[src/rtl/req_arbiter_8.sv]
// 8-way request arbiter: round-robin or fixed-priority selection, optional hold-time
// limit with a timeout pulse, and one forced dead cycle between consecutive grants.
module req_arbiter_8 #(
    parameter int unsigned FIXED_PRIO = 0,
    parameter int unsigned HOLD_W     = 4,
    parameter int unsigned MAX_HOLD   = 15
) (
    input  logic       clk,
    input  logic       rst_n,
    input  logic [7:0] req,
    input  logic       done,
    output logic [7:0] gnt,
    output logic [2:0] gnt_idx,
    output logic       gnt_valid,
    output logic       timeout
);

    localparam int unsigned N     = 8;
    localparam int unsigned IDX_W = 3;

    localparam bit LIMIT_EN = (MAX_HOLD != 0);
    localparam logic [HOLD_W-1:0] HOLD_LAST = HOLD_W'(LIMIT_EN ? MAX_HOLD - 32'd1 : 32'd0);

    typedef enum logic {
        IDLE  = 1'b0,
        GRANT = 1'b1
    } state_e;

    state_e              state_q, state_d;
    logic [N-1:0]        gnt_q, gnt_d;
    logic [IDX_W-1:0]    gnt_idx_q, gnt_idx_d;
    logic                gnt_valid_q, gnt_valid_d;
    logic                timeout_q, timeout_d;
    logic [HOLD_W-1:0]   hold_cnt_q, hold_cnt_d;
    logic [IDX_W-1:0]    last_idx_q, last_idx_d;

    logic [IDX_W-1:0]    cand;
    logic [IDX_W-1:0]    rr_idx;
    logic                rr_found;
    logic [IDX_W-1:0]    fp_idx;
    logic [IDX_W-1:0]    win_idx;
    logic                limit_hit;
    logic                owner_req;

    // Winner selection: rotating scan starting after last owner, or highest index.
    always_comb begin
        cand     = '0;
        rr_idx   = '0;
        rr_found = 1'b0;
        fp_idx   = '0;
        for (int i = 1; i <= 8; i++) begin
            cand = last_idx_q + IDX_W'(i);
            if (!rr_found && req[cand]) begin
                rr_found = 1'b1;
                rr_idx   = cand;
            end
        end
        for (int i = 0; i < 8; i++) begin
            if (req[i]) begin
                fp_idx = IDX_W'(i);
            end
        end
        win_idx = (FIXED_PRIO != 0) ? fp_idx : rr_idx;
    end

    // Next-state and registered-output logic.
    always_comb begin
        state_d     = state_q;
        gnt_d       = gnt_q;
        gnt_idx_d   = gnt_idx_q;
        gnt_valid_d = gnt_valid_q;
        timeout_d   = 1'b0;
        hold_cnt_d  = hold_cnt_q;
        last_idx_d  = last_idx_q;

        limit_hit = LIMIT_EN && (hold_cnt_q == HOLD_LAST);
        owner_req = req[gnt_idx_q];

        case (state_q)
            IDLE: begin
                if (|req) begin
                    state_d     = GRANT;
                    gnt_d       = N'(1) << win_idx;
                    gnt_idx_d   = win_idx;
                    gnt_valid_d = 1'b1;
                    hold_cnt_d  = '0;
                end
            end
            GRANT: begin
                if (done || !owner_req || limit_hit) begin
                    state_d     = IDLE;
                    gnt_d       = '0;
                    gnt_idx_d   = '0;
                    gnt_valid_d = 1'b0;
                    last_idx_d  = gnt_idx_q;
                    // Only a release caused purely by the hold limit is flagged.
                    timeout_d   = limit_hit && !done && owner_req;
                end else if (hold_cnt_q != '1) begin
                    hold_cnt_d = hold_cnt_q + 1'b1;
                end
            end
            default: begin
                state_d = IDLE;
            end
        endcase
    end

    always_ff @(posedge clk) begin
        if (!rst_n) begin
            state_q     <= IDLE;
            gnt_q       <= '0;
            gnt_idx_q   <= '0;
            gnt_valid_q <= 1'b0;
            timeout_q   <= 1'b0;
            hold_cnt_q  <= '0;
            last_idx_q  <= IDX_W'(N - 1);
        end else begin
            state_q     <= state_d;
            gnt_q       <= gnt_d;
            gnt_idx_q   <= gnt_idx_d;
            gnt_valid_q <= gnt_valid_d;
            timeout_q   <= timeout_d;
            hold_cnt_q  <= hold_cnt_d;
            last_idx_q  <= last_idx_d;
        end
    end

    assign gnt       = gnt_q;
    assign gnt_idx   = gnt_idx_q;
    assign gnt_valid = gnt_valid_q;
    assign timeout   = timeout_q;

endmodule
[config.mk]
export PLATFORM = sky130hd
export DESIGN_NAME = req_arbiter_8
export DESIGN_NICKNAME = d
export VERILOG_FILES = /design/src/rtl/req_arbiter_8.sv
export SDC_FILE = /design/constraint.sdc
export NUM_CORES = 1
export LEC_CHECK = 0
export CORE_MARGIN = 5
export CORE_UTILIZATION = 58
export DETAILED_ROUTE_END_ITERATION = 8
export GPL_TIMING_DRIVEN = 0
export PLACE_DENSITY = 0.83
export RECOVER_POWER = 100
export SETUP_SLACK_MARGIN = 0.4
export SLEW_MARGIN = 20
export SYNTH_ARGS = -nofsm -noshare
export SYNTH_HDL_FRONTEND = slang
export SYNTH_SLANG_ARGS = --single-unit
export TNS_END_PERCENT = 100
[constraint.sdc]
create_clock -name clk -period 9.49 [get_ports clk]
set_input_delay 0.949 -clock clk [delete_from_list [all_inputs] [get_ports clk]]
set_output_delay 0.949 -clock clk [all_outputs]
set_load 0.01 [all_outputs]
==> out/metrics.yaml, run 1 <==
outcome: "complete, no violations"
synthToLayoutAreaGrowth_pct: 14.80
instances_no_fill: 269
async_flop_share_pct: 0
synth_most_common_cell: "dfxtp_1"
cts.path.max_buffers: 2
die_area_mm2: 0.004593
wl_met3_um: 275
yosysUniqueCellTypes: 55
arrival_ns: 4.76
ctsResizeCount: 0
fin_crit_sh_pct: 47.47
cp-start-kind: "register"
synth_flop_cell: "dfxtp_1"
dp.cells: 265
power_density_mw_per_mm2: 251.8
p_clk_share_pct: 7.6
crit_required_ns: 9.74
wl_per_cell_um: 15.99
cts_buffers: 3
finalHoldViolCount: 0
cts.clk_slew.worst_paths_ns: 0.11
cp-end-kind: "register"
ys_seq_area_share_pct: 21.72
skew_ns: 0.001907
grt_pass1_vias: 1542
crit_slowest_cell: "clkbuf_1"
cp.buffers_inverters: 6
ant_nets: 0
synth_cells: 197
relSlewSlack_pct: 61.62
crit_fanout: 10
clock_latency_ns: 0.30
r2r_setup_slack_ns: 4.99
grt_use_total_pct: 20.84
routed_wl_mm: 4.300
top_layer_used: "met4"
finalInstanceArea_mm2: 0.002222
hold_path_class: "reg -> reg"
viasPerCell: 6.223
p_total_w: 0.0005595
avgSynthCellArea_um2: 9.825
tightest_slew_ns: 0.5758
max_clock_freq_mhz: 222.0
crit_cells: 13
cp_common_cell: "clkbuf_1"
ys_ff_latch: 21
hpwl_mm: 3.329
finalMaxSlewViolations: 0
postCtsSetupBuffers: 0
first_pass_iters: 5
synth_edf_count: 0
layout_setup_ws_ns: 4.985
die_h_um: 67.77
reg2reg_depth: 13
synth_area_mm2: 0.001936
p_comb_share_pct: 70.3
synthTopCellsByCount: "dfxtp_1, nand2_1, nor2_1, mux2_2, mux4_2"
switching_share_pct: 45.25
vdd_drop_max_v: 0.0001432
cts_tree: "built"
globalRoute.totalOverflow: 0
dp_slack_ns: 5.929
crit_family: "buffers and inverters"
pwr-share-seq_pct: 22.2
portBuffers: 22
period_minus_slack_ns: 4.505
wl_met2_mm: 2.086
cpPeakStageDelay_ns: 0.50
coreArea_mm2: 0.003284
io_pins: 24
drtIter0Drc: 102
synth_top_area_share_pct: 21.72
cts_sinks: 21
drv_cap: 0
rsz0062_at_grt: "false"
grt_pass1_wl_mm: 7.327
wl_met1_mm: 1.902
htreeDepth: 1
crit_chain: "clkbuf_1 > clkbuf_1 > inv_1 > ha_1 > clkbuf_1 > clkbuf_1 > mux4_2 > mux2i_1 > o2111a_1 > o221ai_1 > a22o_1 > inv_1 > a32o_1"
tns_ns: 0
place_area_mm2: 0.002213
hold_buffers: 0
vias: 1674
worstSetupPathType: "reg -> reg"
yosys_warnings: 0
start_util_pct: 58.93
cts-root-buf: "clkbuf_4"
drive_above_1_share_pct: 19.28
grt_max_degree: 13
n_antenna_cell: 0
drcViolationCount: 0
syn_nets: 212
p_sw_w: 0.0002531
p_leak_nw: 0.8580
yosys.area.top_type: "dfxtp_1"
fillers: 281
setup_viol: 0
grt_antenna_before_repair: 0
die_w_um: 67.77
synthTopCellsByArea: "dfxtp_1, mux4_2, mux2_2"
core.rowCount: 21
gp_congestion: 0.9129
holdPathStages: 2
intPower_w: 0.0003063
finalNetCount: 239
[cell type report]
type	count	area, um^2	area share [%]
clock inverters	1	5.005	0.2252
flip-flops and latches	21	420.4	18.92
inverters	9	33.78	1.520
repair buffers	22	220.2	9.910
multi-input cells	154	1403	63.12
clock buffers	3	22.52	1.014
plain buffers	13	60.06	2.703
well taps	46	57.56	2.590
[cell usage in the layout (no fill, tap or decap), types with 3 or more instances in the layout]
master            n
a21oi_1           9
a22oi_1           3
a32o_1            8
and2_1            3
buf_2             3
clkbuf_1          8
clkbuf_4          3
clkdlybuf4s50_1   8
dfxtp_1          21
dlygate4sd3_1    14
ha_1              4
inv_1             8
mux2_2           13
mux2i_1           9
mux4_1            3
mux4_2           11
nand2_1          15
nand2b_1          4
nand3_1           8
nor2_1           14
nor2b_1           3
nor4_1            3
o21ai_0           3
o31ai_1           3
xor2_1            3
[registers in the layout (all words and copies together) (netlist names)]
signal and cells:
gnt_idx 3, gnt 8, last_idx_q 3, state_q 1, gnt_valid 1, hold_cnt_q 4
timeout 1
[worst reg2reg max path: cells and delay by family, from the launching register on]
kind	cells	cell delay [ns]
flops	1	0.35
fa+ha+maj	1	0.32
mux	2	0.74
compound gates	4	1.03
buf+inv	6	2.00
[power groups by stage]
stage               sequential (W)  combinational, W  clock [W]
floorplan                 0.000131          0.000303          0
global placement          0.000126          0.000396          0
detailed placement        0.000127          0.000403          0
CTS                       0.000125          0.000405  0.0000435
global route              0.000127          0.000432  0.0000473
finish                    0.000124          0.000393  0.0000423
[through the flow]
stage | hold slack [ns] | utilization, %
after floorplan | 0.4666 | -
after global placement | 0.4375 | 67.39
after detailed placement | 0.4436 | 67.39
after CTS | 0.4613 | 68.23
after global routing | 0.4865 | 67.66
final | 0.4567 | 67.66
[per-layer routing]
metal / up-vias / global-route usage [%]
met5: - / 0
met2: 61 / 33.05
met4: 0 / 4.467
met1: 797 / 30.01
li1: 812 / -
met3: 4 / 3.161
[path summary, 6_finish.rpt]
| kind | to | startpoint |
|---|---|---|
| min reg2reg | gnt_valid | gnt_valid |
| max reg2reg | gnt[6] | last_idx_q[1] |
| max | gnt[6] | last_idx_q[1] |
| min | gnt_valid | gnt_valid |
[cells by family (layout without fill, tap and decap cells)]
logic type | count (synthesis) | after routing | synth area share [%]
AO/OA/AOI/OAI | 46 | 46 | 21.40
AND/OR/NAND/NOR | 61 | 61 | 15.90
adder cells (fa/ha/maj) | 4 | 4 | 2.586
XOR/XNOR | 6 | 6 | 3.103
multiplexers | 37 | 37 | 29.86
buffers and inverters | 22 | 48 | 5.429
flip-flops | 21 | 21 | 21.72
Power figures use the tool's default switching activity.
==> inputs of run 2 (changes only) <==
--- a/config.mk
+++ b/config.mk
@@ -6,10 +6,10 @@
 export NUM_CORES = 1
 export LEC_CHECK = 0
 export CORE_MARGIN = 5
-export CORE_UTILIZATION = 58
+export CORE_UTILIZATION = 56
 export DETAILED_ROUTE_END_ITERATION = 8
 export GPL_TIMING_DRIVEN = 0
-export PLACE_DENSITY = 0.83
+export PLACE_DENSITY = 0.8
 export RECOVER_POWER = 100
 export SETUP_SLACK_MARGIN = 0.4
 export SLEW_MARGIN = 20
==> constraint.sdc (replaced) <==
create_clock -name clk -period 4.2 [get_ports clk]
set_input_delay 0.42 -clock clk [delete_from_list [all_inputs] [get_ports clk]]
set_output_delay 0.42 -clock clk [all_outputs]
set_load 0.01 [all_outputs]
==> out/metrics.yaml, run 2 (synthesis results as in run 1) <==
multi_input_area_mm2: 0.001403  # unchanged
crit_chain: "buf_4 > buf_2 > inv_1 > ha_1 > clkbuf_1 > buf_4 > mux4_2 > mux2i_1 > o2111a_1 > o221ai_1 > a22o_1 > a32o_1"  # was clkbuf_1 > clkbuf_1 > inv_1 > ha_1 > clkbuf_1 > clkbuf_1 > mux4_2 > mux2i_1 > o2111a_1 > o221ai_1 > a22o_1 > inv_1 > a32o_1
hpwl_mm: 3.784  # was 3.329 mm
drcViolationCount: 0  # unchanged
finalNetCount: 239  # unchanged
worstSetupPathType: "reg -> reg"  # unchanged
r2r_setup_slack_ns: 0.44  # was 4.99 ns
setup_viol: 0  # unchanged
viasPerCell: 6.487  # was 6.223
rsz0062_at_grt: "false"  # unchanged
largest_reg_flops: 8  # unchanged
cts_tree: "built"  # unchanged
die_h_um: 68.79  # was 67.77 um
vdd_drop_max_v: 0.0003398  # was 0.0001432 V
fillers: 301  # was 281
n_antenna_cell: 0  # unchanged
cts.clk_slew.worst_paths_ns: 0.12  # was 0.11 ns
ant_nets: 0  # unchanged
cts-root-buf: "clkbuf_4"  # unchanged
dp_slack_ns: 0.7584  # was 5.929 ns
cp-end-kind: "register"  # unchanged
io_pins: 24  # unchanged
skew_ns: 0.009430  # was 0.001907 ns
finalHoldViolCount: 0  # unchanged
portBuffers: 22  # unchanged
clock_latency_ns: 0.30  # about the same
finalMaxSlewViolations: 0  # unchanged
globalRoute.totalOverflow: 0  # unchanged
tns_ns: 0  # unchanged
min_to: "last_idx_q[0]"  # was gnt_valid
r2r-end: "gnt[0]"  # was gnt[6]
grt_pass1_wl_mm: 8.404  # was 7.327 mm
drtIter0Drc: 116  # was 102
wl_per_cell_um: 18.15  # was 15.99 um
p_total_w: 0.001290  # was 0.0005595 W
gp_congestion: 0.8952  # was 0.9129
reg2reg_depth: 12  # was 13
outcome: "complete, no violations"  # unchanged
start_util_pct: 58.01  # was 58.93%
die_w_um: 68.79  # was 67.77 um
hold_path_class: "in -> reg"  # was reg -> reg
layout_common_cells: "dfxtp_1, nand2_1, nor2_1, dlygate4sd3_1, mux2_2"  # unchanged
grt_max_degree: 13  # unchanged
grt_use_total_pct: 23.19  # was 20.84%
relSlewSlack_pct: 65.93  # was 61.62%
die_area_mm2: 0.004732  # was 0.004593 mm^2
cp.buffers_inverters: 5  # was 6
place_area_mm2: 0.002213  # unchanged
drv_cap: 0  # unchanged
crit_slowest_cell: "o2111a_1"  # was clkbuf_1
period_minus_slack_ns: 3.758  # was 4.505 ns
cp_common_cell: "buf_4"  # was clkbuf_1
grt_pass1_vias: 1793  # was 1542
min-delay-start: "rst_n"  # was gnt_valid
vias: 1745  # was 1674
synthToLayoutAreaGrowth_pct: 15.26  # was 14.80%
ctsResizeCount: 0  # unchanged
crit_required_ns: 4.40  # was 9.74 ns
htreeDepth: 1  # unchanged
p_leak_nw: 0.8651  # was 0.8580 nW
holdPathStages: 2  # unchanged
reg2reg_from: "last_idx_q[1]"  # unchanged
max_clock_freq_mhz: 266.1  # was 222.0 MHz
cts.path.max_buffers: 2  # unchanged
crit_fanout: 10  # unchanged
cts_buffers: 3  # unchanged
cp-start-kind: "register"  # unchanged
drive_above_1_share_pct: 21.08  # was 19.28%
postCtsSetupBuffers: 0  # unchanged
layout_setup_ws_ns: 0.4416  # was 4.985 ns
grt_antenna_before_repair: 0  # unchanged
final_common_cell: "dfxtp_1"  # unchanged
core.rowCount: 21  # unchanged
power_density_mw_per_mm2: 578.2  # was 251.8 mW/mm^2
tightest_slew_ns: 0.5111  # was 0.5758 ns
arrival_ns: 3.96  # was 4.76 ns
fin_crit_sh_pct: 89.48  # was 47.47%
seq_area_um2: 420.4  # unchanged
finalInstanceArea_mm2: 0.002231  # was 0.002222 mm^2
hold_buffers: 0  # unchanged
cts_sinks: 21  # unchanged
first_pass_iters: 4  # was 5
coreArea_mm2: 0.003337  # was 0.003284 mm^2
cpPeakStageDelay_ns: 0.40  # was 0.50 ns
crit_family: "buffers and inverters"  # unchanged
routed_wl_mm: 4.883  # was 4.300 mm
-- run 2: power breakdown --
part	internal, W	switching (W)	total (W)
clock network	0.0000354	0.0000615	0.0000969
registers	0.000244	0.0000376	0.000282
logic	0.000420	0.000492	0.000911
-- run 2: how the worst max path moves through the flow --
stage | from | to | slack (ns) | cells past startpoint
detailed placement | last_idx_q[1] | gnt[0] | 0.76 | 13
global placement | last_idx_q[1] | gnt[1] | 0.91 | 12
global route | last_idx_q[1] | gnt[0] | 0.26 | 12
finish | last_idx_q[1] | gnt[0] | 0.44 | 12
CTS | last_idx_q[1] | gnt[0] | 0.75 | 13
floorplan | last_idx_q[1] | gnt[0] | 1.22 | 11
-- run 2: cell type report --
class,count,area share [%]
timing repair buffer,22,9.871
inverter,9,1.514
clock inverter,1,0.2243
clock buffer,3,1.010
multi-input combinational,154,62.87
tap,46,2.580
sequential,21,18.84
buffer,13,3.085
-- run 2: per-layer routing --
metal  wire (um)  up-vias  global-route usage (%)  part of all wire [%]
met3         376       12                   4.052                   7.7
met1        1989      845                   31.24                    41
li1            -      814                       -                     -
met4          87        0                   7.543                   1.8
met5           0        -                       0                     0
met2        2430       74                   37.66                    50
-- run 2: stage by stage --
step                      cells  hold slack, ns  utilization (%)
final                       269          0.3696            66.85
after detailed placement    265          0.4508            66.33
after global placement      265          0.4408            66.33
after global routing        269          0.3689            66.85
after CTS                   269          0.3624            67.15
after floorplan             197          0.4666                -
